**src/rtl/axis_rate_limiter_if.sv**
```systemverilog
// rtl/axis_rate_limiter_if.sv - AXI4-Stream bundle used on both sides of the rate limiter
//
// Signals: tdata/tstrb/tuser/tvalid/tlast flow master -> slave, tready flows slave -> master.
// Modports: master (drives the beat, samples tready), slave (samples the beat, drives tready).
interface axis_rate_limiter_if #(
    parameter int DATA_WIDTH = 256,
    parameter int USER_WIDTH = 128
);
    logic [DATA_WIDTH-1:0]   tdata;
    logic [DATA_WIDTH/8-1:0] tstrb;
    logic [USER_WIDTH-1:0]   tuser;
    logic                    tvalid;
    logic                    tready;
    logic                    tlast;

    modport master (
        output tdata,
        output tstrb,
        output tuser,
        output tvalid,
        output tlast,
        input  tready
    );

    modport slave (
        input  tdata,
        input  tstrb,
        input  tuser,
        input  tvalid,
        input  tlast,
        output tready
    );
endinterface

```
**src/rtl/axis_rate_limiter.sv**
```systemverilog
// rtl/axis_rate_limiter.sv - token-bucket egress shaper admitting whole AXI4-Stream packets
//
// Ports:
//   axi_aclk, axi_aresetn      clock, asynchronous active-low reset
//   s_axis (slave modport)     upstream stream; tready is gated at packet boundaries
//   m_axis (master modport)    downstream stream; data/strb/user/last pass straight through
//   cfg_enable                 1 = shaping active, 0 = transparent (bucket held at ceiling)
//   cfg_rate                   refill per cycle in 1/256 byte
//   cfg_burst                  bucket ceiling in bytes (ceiling = cfg_burst << 8)
//   stat_clear                 synchronous clear of both statistics counters
//   stat_pkts                  count of tlast transfers
//   stat_throttle              count of cycles with upstream tvalid while the gate is closed
module axis_rate_limiter #(
    parameter int C_AXIS_DATA_WIDTH  = 256,
    parameter int C_AXIS_TUSER_WIDTH = 128,
    parameter int BUCKET_WIDTH       = 32
) (
    input  logic                axi_aclk,
    input  logic                axi_aresetn,
    axis_rate_limiter_if.slave  s_axis,
    axis_rate_limiter_if.master m_axis,
    input  logic                cfg_enable,
    input  logic [15:0]         cfg_rate,
    input  logic [15:0]         cfg_burst,
    input  logic                stat_clear,
    output logic [31:0]         stat_pkts,
    output logic [31:0]         stat_throttle
);
    localparam int STRB_WIDTH = C_AXIS_DATA_WIDTH / 8;
    localparam int CNT_WIDTH  = $clog2(STRB_WIDTH + 1);
    // One extra bit so refill and debit can never wrap before clamping.
    localparam int WIDE       = BUCKET_WIDTH + 1;

    localparam logic signed [WIDE-1:0] BUCKET_MIN = {2'b11, {(BUCKET_WIDTH-1){1'b0}}};
    localparam logic signed [WIDE-1:0] BUCKET_MAX = {2'b00, {(BUCKET_WIDTH-1){1'b1}}};

    logic signed [BUCKET_WIDTH-1:0] bucket;
    logic signed [BUCKET_WIDTH-1:0] bucket_next;
    logic                           in_pkt;
    logic                           gate;
    logic                           fire;
    logic [CNT_WIDTH-1:0]           strb_count;
    logic signed [WIDE-1:0]         ceiling;
    logic signed [WIDE-1:0]         refill;
    logic signed [WIDE-1:0]         sum;
    logic signed [WIDE-1:0]         sat;
    logic signed [WIDE-1:0]         debit;
    logic signed [WIDE-1:0]         diff;

    // Pin a widened value into the bucket's range; used for both the
    // debit floor and for ceilings that would not fit a narrow bucket.
    function automatic logic signed [BUCKET_WIDTH-1:0] clamp_bucket(input logic signed [WIDE-1:0] v);
        logic signed [WIDE-1:0] c;
        if (v < BUCKET_MIN) begin
            c = BUCKET_MIN;
        end else if (v > BUCKET_MAX) begin
            c = BUCKET_MAX;
        end else begin
            c = v;
        end
        return c[BUCKET_WIDTH-1:0];
    endfunction

    // Admission depends only on state and upstream tvalid, never on
    // m_axis.tready, so downstream ready cannot loop back into tvalid.
    assign gate = ~cfg_enable | in_pkt | ~bucket[BUCKET_WIDTH-1];

    assign m_axis.tdata  = s_axis.tdata;
    assign m_axis.tstrb  = s_axis.tstrb;
    assign m_axis.tuser  = s_axis.tuser;
    assign m_axis.tlast  = s_axis.tlast;
    assign m_axis.tvalid = s_axis.tvalid & gate;
    assign s_axis.tready = m_axis.tready & gate;

    assign fire = s_axis.tvalid & s_axis.tready;

    always_comb begin
        strb_count = '0;
        for (int i = 0; i < STRB_WIDTH; i++) begin
            strb_count = strb_count + CNT_WIDTH'(s_axis.tstrb[i]);
        end
    end

    always_comb begin
        ceiling     = $signed({{(WIDE-24){1'b0}}, cfg_burst, 8'd0});
        refill      = $signed({{(WIDE-16){1'b0}}, cfg_rate});
        sum         = $signed({bucket[BUCKET_WIDTH-1], bucket}) + refill;
        sat         = (sum > ceiling) ? ceiling : sum;
        debit       = '0;
        if (fire) begin
            debit = $signed({{(WIDE-CNT_WIDTH-8){1'b0}}, strb_count, 8'd0});
        end
        diff        = sat - debit;
        bucket_next = cfg_enable ? clamp_bucket(diff) : clamp_bucket(ceiling);
    end

    // in_pkt keeps the gate open for the rest of an admitted packet, which
    // is what lets a packet run the bucket into debt without being split.
    always_ff @(posedge axi_aclk or negedge axi_aresetn) begin
        if (!axi_aresetn) begin
            bucket <= '0;
            in_pkt <= 1'b0;
        end else begin
            bucket <= bucket_next;
            if (fire) begin
                in_pkt <= ~s_axis.tlast;
            end
        end
    end

    always_ff @(posedge axi_aclk or negedge axi_aresetn) begin
        if (!axi_aresetn) begin
            stat_pkts     <= '0;
            stat_throttle <= '0;
        end else if (stat_clear) begin
            stat_pkts     <= '0;
            stat_throttle <= '0;
        end else begin
            if (fire && s_axis.tlast) begin
                stat_pkts <= stat_pkts + 32'd1;
            end
            if (s_axis.tvalid && !gate) begin
                stat_throttle <= stat_throttle + 32'd1;
            end
        end
    end
endmodule
```
**src/flat_wrapper.sv**
```systemverilog
// flat-port wrapper written by rule: the top's interface ports become plain ports
module axis_rate_limiter_flat 
#(
    parameter int C_AXIS_DATA_WIDTH  = 256,
    parameter int C_AXIS_TUSER_WIDTH = 128,
    parameter int BUCKET_WIDTH       = 32
)
  (axi_aclk, axi_aresetn, cfg_enable, cfg_rate, cfg_burst, stat_clear, stat_pkts, stat_throttle, s_axis_tdata, s_axis_tstrb, s_axis_tuser, s_axis_tvalid, s_axis_tlast, s_axis_tready, m_axis_tdata, m_axis_tstrb, m_axis_tuser, m_axis_tvalid, m_axis_tlast, m_axis_tready);
  axis_rate_limiter_if s_axis_i ();
  axis_rate_limiter_if m_axis_i ();
  input  logic axi_aclk;
  input  logic axi_aresetn;
  input  logic cfg_enable;
  input  logic [15:0] cfg_rate;
  input  logic [15:0] cfg_burst;
  input  logic stat_clear;
  output logic [31:0] stat_pkts;
  output logic [31:0] stat_throttle;
  input wire logic [$bits(s_axis_i.tdata)-1:0] s_axis_tdata;
  input wire logic [$bits(s_axis_i.tstrb)-1:0] s_axis_tstrb;
  input wire logic [$bits(s_axis_i.tuser)-1:0] s_axis_tuser;
  input wire logic [$bits(s_axis_i.tvalid)-1:0] s_axis_tvalid;
  input wire logic [$bits(s_axis_i.tlast)-1:0] s_axis_tlast;
  output wire logic [$bits(s_axis_i.tready)-1:0] s_axis_tready;
  output wire logic [$bits(m_axis_i.tdata)-1:0] m_axis_tdata;
  output wire logic [$bits(m_axis_i.tstrb)-1:0] m_axis_tstrb;
  output wire logic [$bits(m_axis_i.tuser)-1:0] m_axis_tuser;
  output wire logic [$bits(m_axis_i.tvalid)-1:0] m_axis_tvalid;
  output wire logic [$bits(m_axis_i.tlast)-1:0] m_axis_tlast;
  input wire logic [$bits(m_axis_i.tready)-1:0] m_axis_tready;
  assign s_axis_i.tdata = s_axis_tdata;
  assign s_axis_i.tstrb = s_axis_tstrb;
  assign s_axis_i.tuser = s_axis_tuser;
  assign s_axis_i.tvalid = s_axis_tvalid;
  assign s_axis_i.tlast = s_axis_tlast;
  assign s_axis_tready = s_axis_i.tready;
  assign m_axis_tdata = m_axis_i.tdata;
  assign m_axis_tstrb = m_axis_i.tstrb;
  assign m_axis_tuser = m_axis_i.tuser;
  assign m_axis_tvalid = m_axis_i.tvalid;
  assign m_axis_tlast = m_axis_i.tlast;
  assign m_axis_i.tready = m_axis_tready;
  axis_rate_limiter #(.C_AXIS_DATA_WIDTH(C_AXIS_DATA_WIDTH), .C_AXIS_TUSER_WIDTH(C_AXIS_TUSER_WIDTH), .BUCKET_WIDTH(BUCKET_WIDTH)) u_core (.axi_aclk(axi_aclk), .axi_aresetn(axi_aresetn), .s_axis(s_axis_i), .m_axis(m_axis_i), .cfg_enable(cfg_enable), .cfg_rate(cfg_rate), .cfg_burst(cfg_burst), .stat_clear(stat_clear), .stat_pkts(stat_pkts), .stat_throttle(stat_throttle));
endmodule
```
**config.mk**
```make
export PLATFORM = sky130hd
export DESIGN_NAME = axis_rate_limiter_flat
export DESIGN_NICKNAME = d
export VERILOG_FILES = /design/src/rtl/axis_rate_limiter_if.sv /design/src/rtl/axis_rate_limiter.sv /design/src/flat_wrapper.sv
export SDC_FILE = /design/constraint.sdc
export NUM_CORES = 1
export LEC_CHECK = 0
export BUFFER_PORTS_ARGS = -buffer_cell sky130_fd_sc_hd__buf_4
export CAP_MARGIN = 20
export CORE_AREA = 2 2 368 370
export CTS_BUF_LIST = sky130_fd_sc_hd__clkbuf_2 sky130_fd_sc_hd__clkbuf_4 sky130_fd_sc_hd__clkbuf_8
export CTS_CLUSTER_DIAMETER = 50
export DETAILED_ROUTE_END_ITERATION = 8
export DIE_AREA = 0 0 370 372
export GPL_TIMING_DRIVEN = 0
export PLACE_DENSITY = 0.3
export SYNTH_ARGS = -nofsm -noshare
export SYNTH_HDL_FRONTEND = slang
export SYNTH_SLANG_ARGS = --single-unit
```
**constraint.sdc**
```tcl
create_clock -name axi_aclk -period 12.7 [get_ports axi_aclk]
set_input_delay 1.27 -clock axi_aclk [delete_from_list [all_inputs] [get_ports axi_aclk]]
set_output_delay 1.27 -clock axi_aclk [all_outputs]
set_load 0.01 [all_outputs]
```
==> reports/qor.yml, run 1 <==
outcome: "completed"
track_usage_pct: 10.12
crit_family: "simple AND/OR/NAND/NOR gates"
hold_end: "u_core.stat_pkts[31]"
slew_headroom_pct: 25.67
via_per_inst: 2.961
crit_arrival_ps: 11760
die_w_um: 370
fin_crit_ps: 11550
clock_path_buffers: 2
maxSlewViolCount: 0
setup_viol: 0
post_dp_cell_area_um2: 17810
cts_buffers: 9
fin_hold_ws_ps: 564.5
rows: 135
cts_hold_buf: 0
grt_overflow_total: 0
synth_edf_count: 0
synth-main-ff-cell: "dfrtp_1"
clock_latency_ps: 450
dr_total_vias: 11100
hold_depth: 2
io_pins: 938
syn_nets: 1915
nNetsFinal: 2479
final_cell_mix: "buf_4, dfrtp_1, nand2_1"
drc_errors: 0
power_mw: 2.387
setup_ws_ps: 1151
routabilityCongestion: 0.8712
tns_ps: 0
synth_area_um2: 11410
path_clk_slew_ps: 120
fin_crit_sh_pct: 90.94
async_flop_share_pct: 100.0
cts_max_level: 3
netlist-cell-type-count: 73
grt_pass1_vias: 11180
cts_tree: "yes"
synth.avg_cell_area_um2: 8.233
cp_max_fo: 10
grt_max_degree: 66
layout-drive-gt1-share_pct: 52.79
yosys_warnings: 0
power.density_nw_per_um2: 132.1
portBuffers: 552
cp-end-kind: "flip-flop"
fmax_mhz: 86.59
leakagePower_nw: 8.670
reg2reg_depth: 33
ys_seq_area_share_pct: 21.27
ctsResizeCount: 0
path_buf_inv: 6
area_growth_pct: 58.30
cts_root_buf: "clkbuf_8"
preCtsSetupSlack_ps: 688.0
ant_nets: 0
ir_drop_v: 0.00007783
fin_area_um2: 18060
final_cells: 3749
crit_slowest_cell: "xnor2_1"
r2r_end: "u_core.bucket[11]"
initial_core_util_pct: 8.498
skew_ps: 30.10
cp_slowest_stage_delay_ps: 860
hold_class: "flip-flop to flip-flop"
final_common_cell: "buf_4"
crit_required_ps: 12910
start_kind: "input port"
reg2reg_from: "u_core.bucket[5]"
dp.final_hpwl_um: 66450
dieArea_um2: 137600
fin_util_pct: 13.45
reg2reg_slack_ps: 1690
grt_pass1_wl_um: 95080
core_um2: 134300
die_y_um: 372
worst_pin_slew_ps: 1107
rsz0062_at_grt: "no"
firstDrtPassIters: 5
cts_sinks: 97
critPathKind: "input port to flip-flop"
hold_viol_final: 0
cap_violations: 0
drtIter0Drc: 582
worstHoldStart: "u_core.stat_pkts[31]"
placed_cells: 3720
post_cts_buffers: 0
grt_antenna_before_repair: 37
ys_ff_latch: 97
synthCells: 1386
post_drt_wl_per_cell_um: 19.63
wirelength_um: 73600
routing by layer:
| metal | global-route usage [%] | wire [um] | part of all wire, % |
|---|---|---|---|
| met5 | 0 | 88 | 0.12 |
| met1 | 12.23 | 29590 | 40 |
| met2 | 17.64 | 37230 | 51 |
| met3 | 2.688 | 5036 | 6.8 |
| met4 | 2.627 | 1657 | 2.3 |
cell families (layout without fill, tap and decap cells):
kind of cell | count (synthesis) | count (layout) | share of synthesized area (%)
compound gates | 205 | 205 | 11.91
xor+xnor | 94 | 94 | 7.215
fa+ha+maj | 76 | 76 | 10.02
buf+inv | 532 | 1101 | 31.73
flops | 97 | 97 | 21.27
mux | 14 | 14 | 1.360
other cells | 0 | 13 | 0
simple gates | 368 | 368 | 16.49
synthesized netlist by cell type, types with 4 or more instances:
cell type	n	area (um2)
a21oi_1	60	300.3
dfrtp_1	97	2427
o2111ai_1	5	43.79
nand3_1	29	145.1
o211ai_1	8	60.06
fa_1	26	520.5
inv_1	79	296.5
a211oi_1	5	37.54
and3_1	26	162.7
a211o_1	5	43.79
xor2_1	61	534.3
a21o_1	13	97.59
buf_4	420	3153
and2_1	10	62.56
or4_1	5	37.54
clkbuf_1	20	75.07
nand2_1	96	360.4
o21ai_0	45	225.2
or3_1	15	93.84
mux2_2	4	45.04
nor2_1	93	349.1
o21a_1	5	37.54
or2_2	5	31.28
buf_2	8	40.04
and4_1	9	78.83
o22ai_1	11	68.82
xnor2_1	33	289.0
nand2b_1	11	68.82
a31oi_1	9	56.30
o211a_1	4	40.04
nor3_1	11	55.05
o21ai_1	4	20.02
buf_6	5	56.30
nand4_1	23	143.9
ha_1	48	600.6
nor4_1	9	56.30
mux2i_1	8	80.08
nor2b_1	10	62.56
where the power goes:
group	switching (mW)	internal [mW]	total [mW]	leakage [nW]
clock network	0.147	0.0962	0.243	0.109
logic	1.03	0.743	1.77	7.25
registers	0.0238	0.345	0.369	1.31
total	1.20	1.18	2.39	8.67
worst max-delay path by stage:
stage	startpoint	end	slack [ps]	depth (start not counted)
3_5_place_dp	cfg_rate[0]	u_core.bucket[13]	690	35
5_1_grt	cfg_rate[0]	u_core.bucket[11]	720	35
3_3_place_gp	cfg_rate[0]	u_core.bucket[11]	510	35
6_report	cfg_rate[5]	u_core.bucket[11]	1150	34
2_1_floorplan	cfg_rate[0]	u_core.bucket[8]	3970	34
4_1_cts	cfg_rate[0]	u_core.bucket[13]	1160	35
tightest hold or removal path, delay by kind of cell, from the launching register on:
kind | cells | cell delay (ps)
DFF | 1 | 400
AOI/OAI and AO/OA | 2 | 140
registers in the layout, summed over array words and instances, names as in the netlist:
| signal | count |
|---|---|
| u_core.stat_throttle | 32 |
| u_core.in_pkt | 1 |
| u_core.bucket | 32 |
| u_core.stat_pkts | 32 |
final cells by class:
cell class	instances	area, um2
Buffer	453	3324
Antenna cell	13	32.53
Multi-Input combinational cell	757	5363
Clock buffer	9	123.9
Inverter	79	296.5
Timing Repair Buffer	553	4175
Tap cell	1781	2228
Sequential cell	97	2427
Clock inverter	7	92.59
Fill cell	15480	116200
No activity file was read; power rests on OpenSTA's default activity.
==> inputs of run 2 (changes only) <==
Settings changed: RECOVER_POWER set to 50.
==> run 2 against run 1 <==
Against the previous run:
- the flow now finishes with violations (capacitance limit, slew limit)
- routed wire length barely moved
- clock power barely moved
- core utilization fell by 0.69 points
- fmax fell by 0.15%
==> reports/qor.yml, run 2 (synthesis gave the netlist of run 1 again) <==
drtIter0Drc: 595  # +2.2%
die_y_um: 372  # unchanged
reg2reg_depth: 33  # unchanged
final_common_cell: "buf_4"
ant_nets: 0  # unchanged
post_drt_wl_per_cell_um: 19.63  # about the same
maxSlewViolCount: 100  # +100
clock_latency_ps: 450  # about the same
start_kind: "input port"
cts_sinks: 97  # unchanged
track_usage_pct: 10.12  # unchanged
wirelength_um: 73590  # about the same
worst_pin_slew_ps: 4000  # +2893 ps
crit_required_ps: 12910  # about the same
reg_top3: "u_core.bucket: 32 flops, u_core.stat_pkts: 32 flops, u_core.stat_throttle: 32 flops"
area_growth_pct: 50.20
grt_overflow_total: 0  # unchanged
rsz0062_at_grt: "no"
dr_total_vias: 11130  # +0.27%
grt_antenna_before_repair: 37  # unchanged
hold_depth: 2  # unchanged
tns_ps: 0  # unchanged
firstDrtPassIters: 5  # unchanged
hold_viol_final: 0  # unchanged
power_mw: 2.362  # -1.0%
cts_max_level: 3  # unchanged
crit_arrival_ps: 11780  # +20 ps
layout-drive-gt1-share_pct: 40.51  # -12 points
outcome: "complete, but fails checks"
portBuffers: 552  # unchanged
grt_pass1_vias: 11180  # unchanged
crit_slowest_cell: "o41ai_4"
io_pins: 938  # unchanged
setup_viol: 0  # unchanged
placed_cells: 3720  # unchanged
ir_drop_v: 0.00007670  # -1.5%
core_um2: 134300  # unchanged
fin_crit_sh_pct: 91.07  # +0.13 points
initial_core_util_pct: 8.498  # unchanged
post_cts_buffers: 0  # unchanged
cp_slowest_stage_delay_ps: 720  # -140 ps
nNetsFinal: 2479  # unchanged
fin_crit_ps: 11570  # +17.08 ps
final_cell_mix: "buf_4, clkbuf_1, dfrtp_1"
rows: 135  # unchanged
reg2reg_slack_ps: 1680  # about the same
fmax_mhz: 86.46  # -0.15%
via_per_inst: 2.969  # +0.27%
skew_ps: 30.84  # +0.7401 ps
dieArea_um2: 137600  # unchanged
path_clk_slew_ps: 120  # about the same
slew_headroom_pct: -166.7  # -190 points
routabilityCongestion: 0.8712  # unchanged
cp_max_fo: 10  # unchanged
cts_tree: "yes"
leakagePower_nw: 7.749  # -11%
cts_buffers: 9  # unchanged
cap_violations: 2  # +2
ctsResizeCount: 0  # unchanged
dp.final_hpwl_um: 66450  # unchanged
grt_pass1_wl_um: 95080  # unchanged
fill_cells: 15670  # +1.2%
cp-end-kind: "flip-flop"
power.density_nw_per_um2: 137.8  # +4.3%
drc_errors: 0  # unchanged
violations: "capacitance limit, slew limit"
cts_hold_buf: 0  # unchanged
grt_max_degree: 66  # unchanged
clock_path_buffers: 2  # unchanged
die_w_um: 370  # unchanged
cts_root_buf: "clkbuf_8"
final_cells: 3749  # unchanged
fin_util_pct: 12.76  # -0.69 points
critPathKind: "input port to flip-flop"
hold_class: "flip-flop to flip-flop"
==> run 2: path summary, 6_finish.rpt <==
path                                       endpoint                 start
setup / recovery                  u_core.bucket[11]           cfg_rate[0]
hold / removal                 u_core.stat_pkts[31]  u_core.stat_pkts[31]
setup reg to reg                  u_core.bucket[11]      u_core.bucket[5]
hold reg to reg                u_core.stat_pkts[31]  u_core.stat_pkts[31]
max in group asynchronous         u_core.bucket[14]           axi_aresetn
min in group asynchronous  u_core.stat_throttle[30]           axi_aresetn
==> run 2: report_power, final <==
part	total [mW]	switching, mW	leakage, nW	internal [mW]
combinational	1.75	1.03	6.33	0.719
clock	0.244	0.148	0.109	0.0963
sequential	0.369	0.0239	1.31	0.345
==> run 2: worst max-delay path: cells and delay by family <==
family / cells / cell delay (ps)
simple gates: 11 / 3010
mux: 2 / 640
compound gates: 10 / 2890
fa+ha+maj: 5 / 1470
xor+xnor: 1 / 560
buf+inv: 6 / 1880
==> run 2: per-stage QoR <==
step	hold slack [ps]	setup slack [ps]	instance area [um2]
2_1_floorplan	457.2	3971	11410
5_1_grt	611.2	717.3	17110
3_3_place_gp	538.3	511.5	17780
3_5_place_dp	542.6	688.0	17810
6_report	561.3	1134	17140
4_1_cts	565.5	1159	18030
==> run 2: layout make-up <==
| cell class | instances | area [um2] | share of cell area [%] |
|---|---|---|---|
| clock inverter | 7 | 92.59 | 0.5402 |
| clock buffer | 9 | 123.9 | 0.7227 |
| sequential | 97 | 2427 | 14.16 |
| timing repair buffer | 553 | 3251 | 18.97 |
| inverter | 79 | 296.5 | 1.730 |
| antenna | 13 | 32.53 | 0.1898 |
| buffer | 453 | 3324 | 19.40 |
| tap | 1781 | 2228 | 13.00 |
| multi-input combinational | 757 | 5363 | 31.29 |
==> run 2: per-layer routing <==
layer / GRT usage (%) / vias to the layer above / share of wire (%)
met5: 0 / - / 0.12
met4: 2.627 / 14 / 2.3
met3: 2.688 / 67 / 6.6
met2: 17.64 / 470 / 51
met1: 12.23 / 5218 / 40
li1: - / 5361 / -
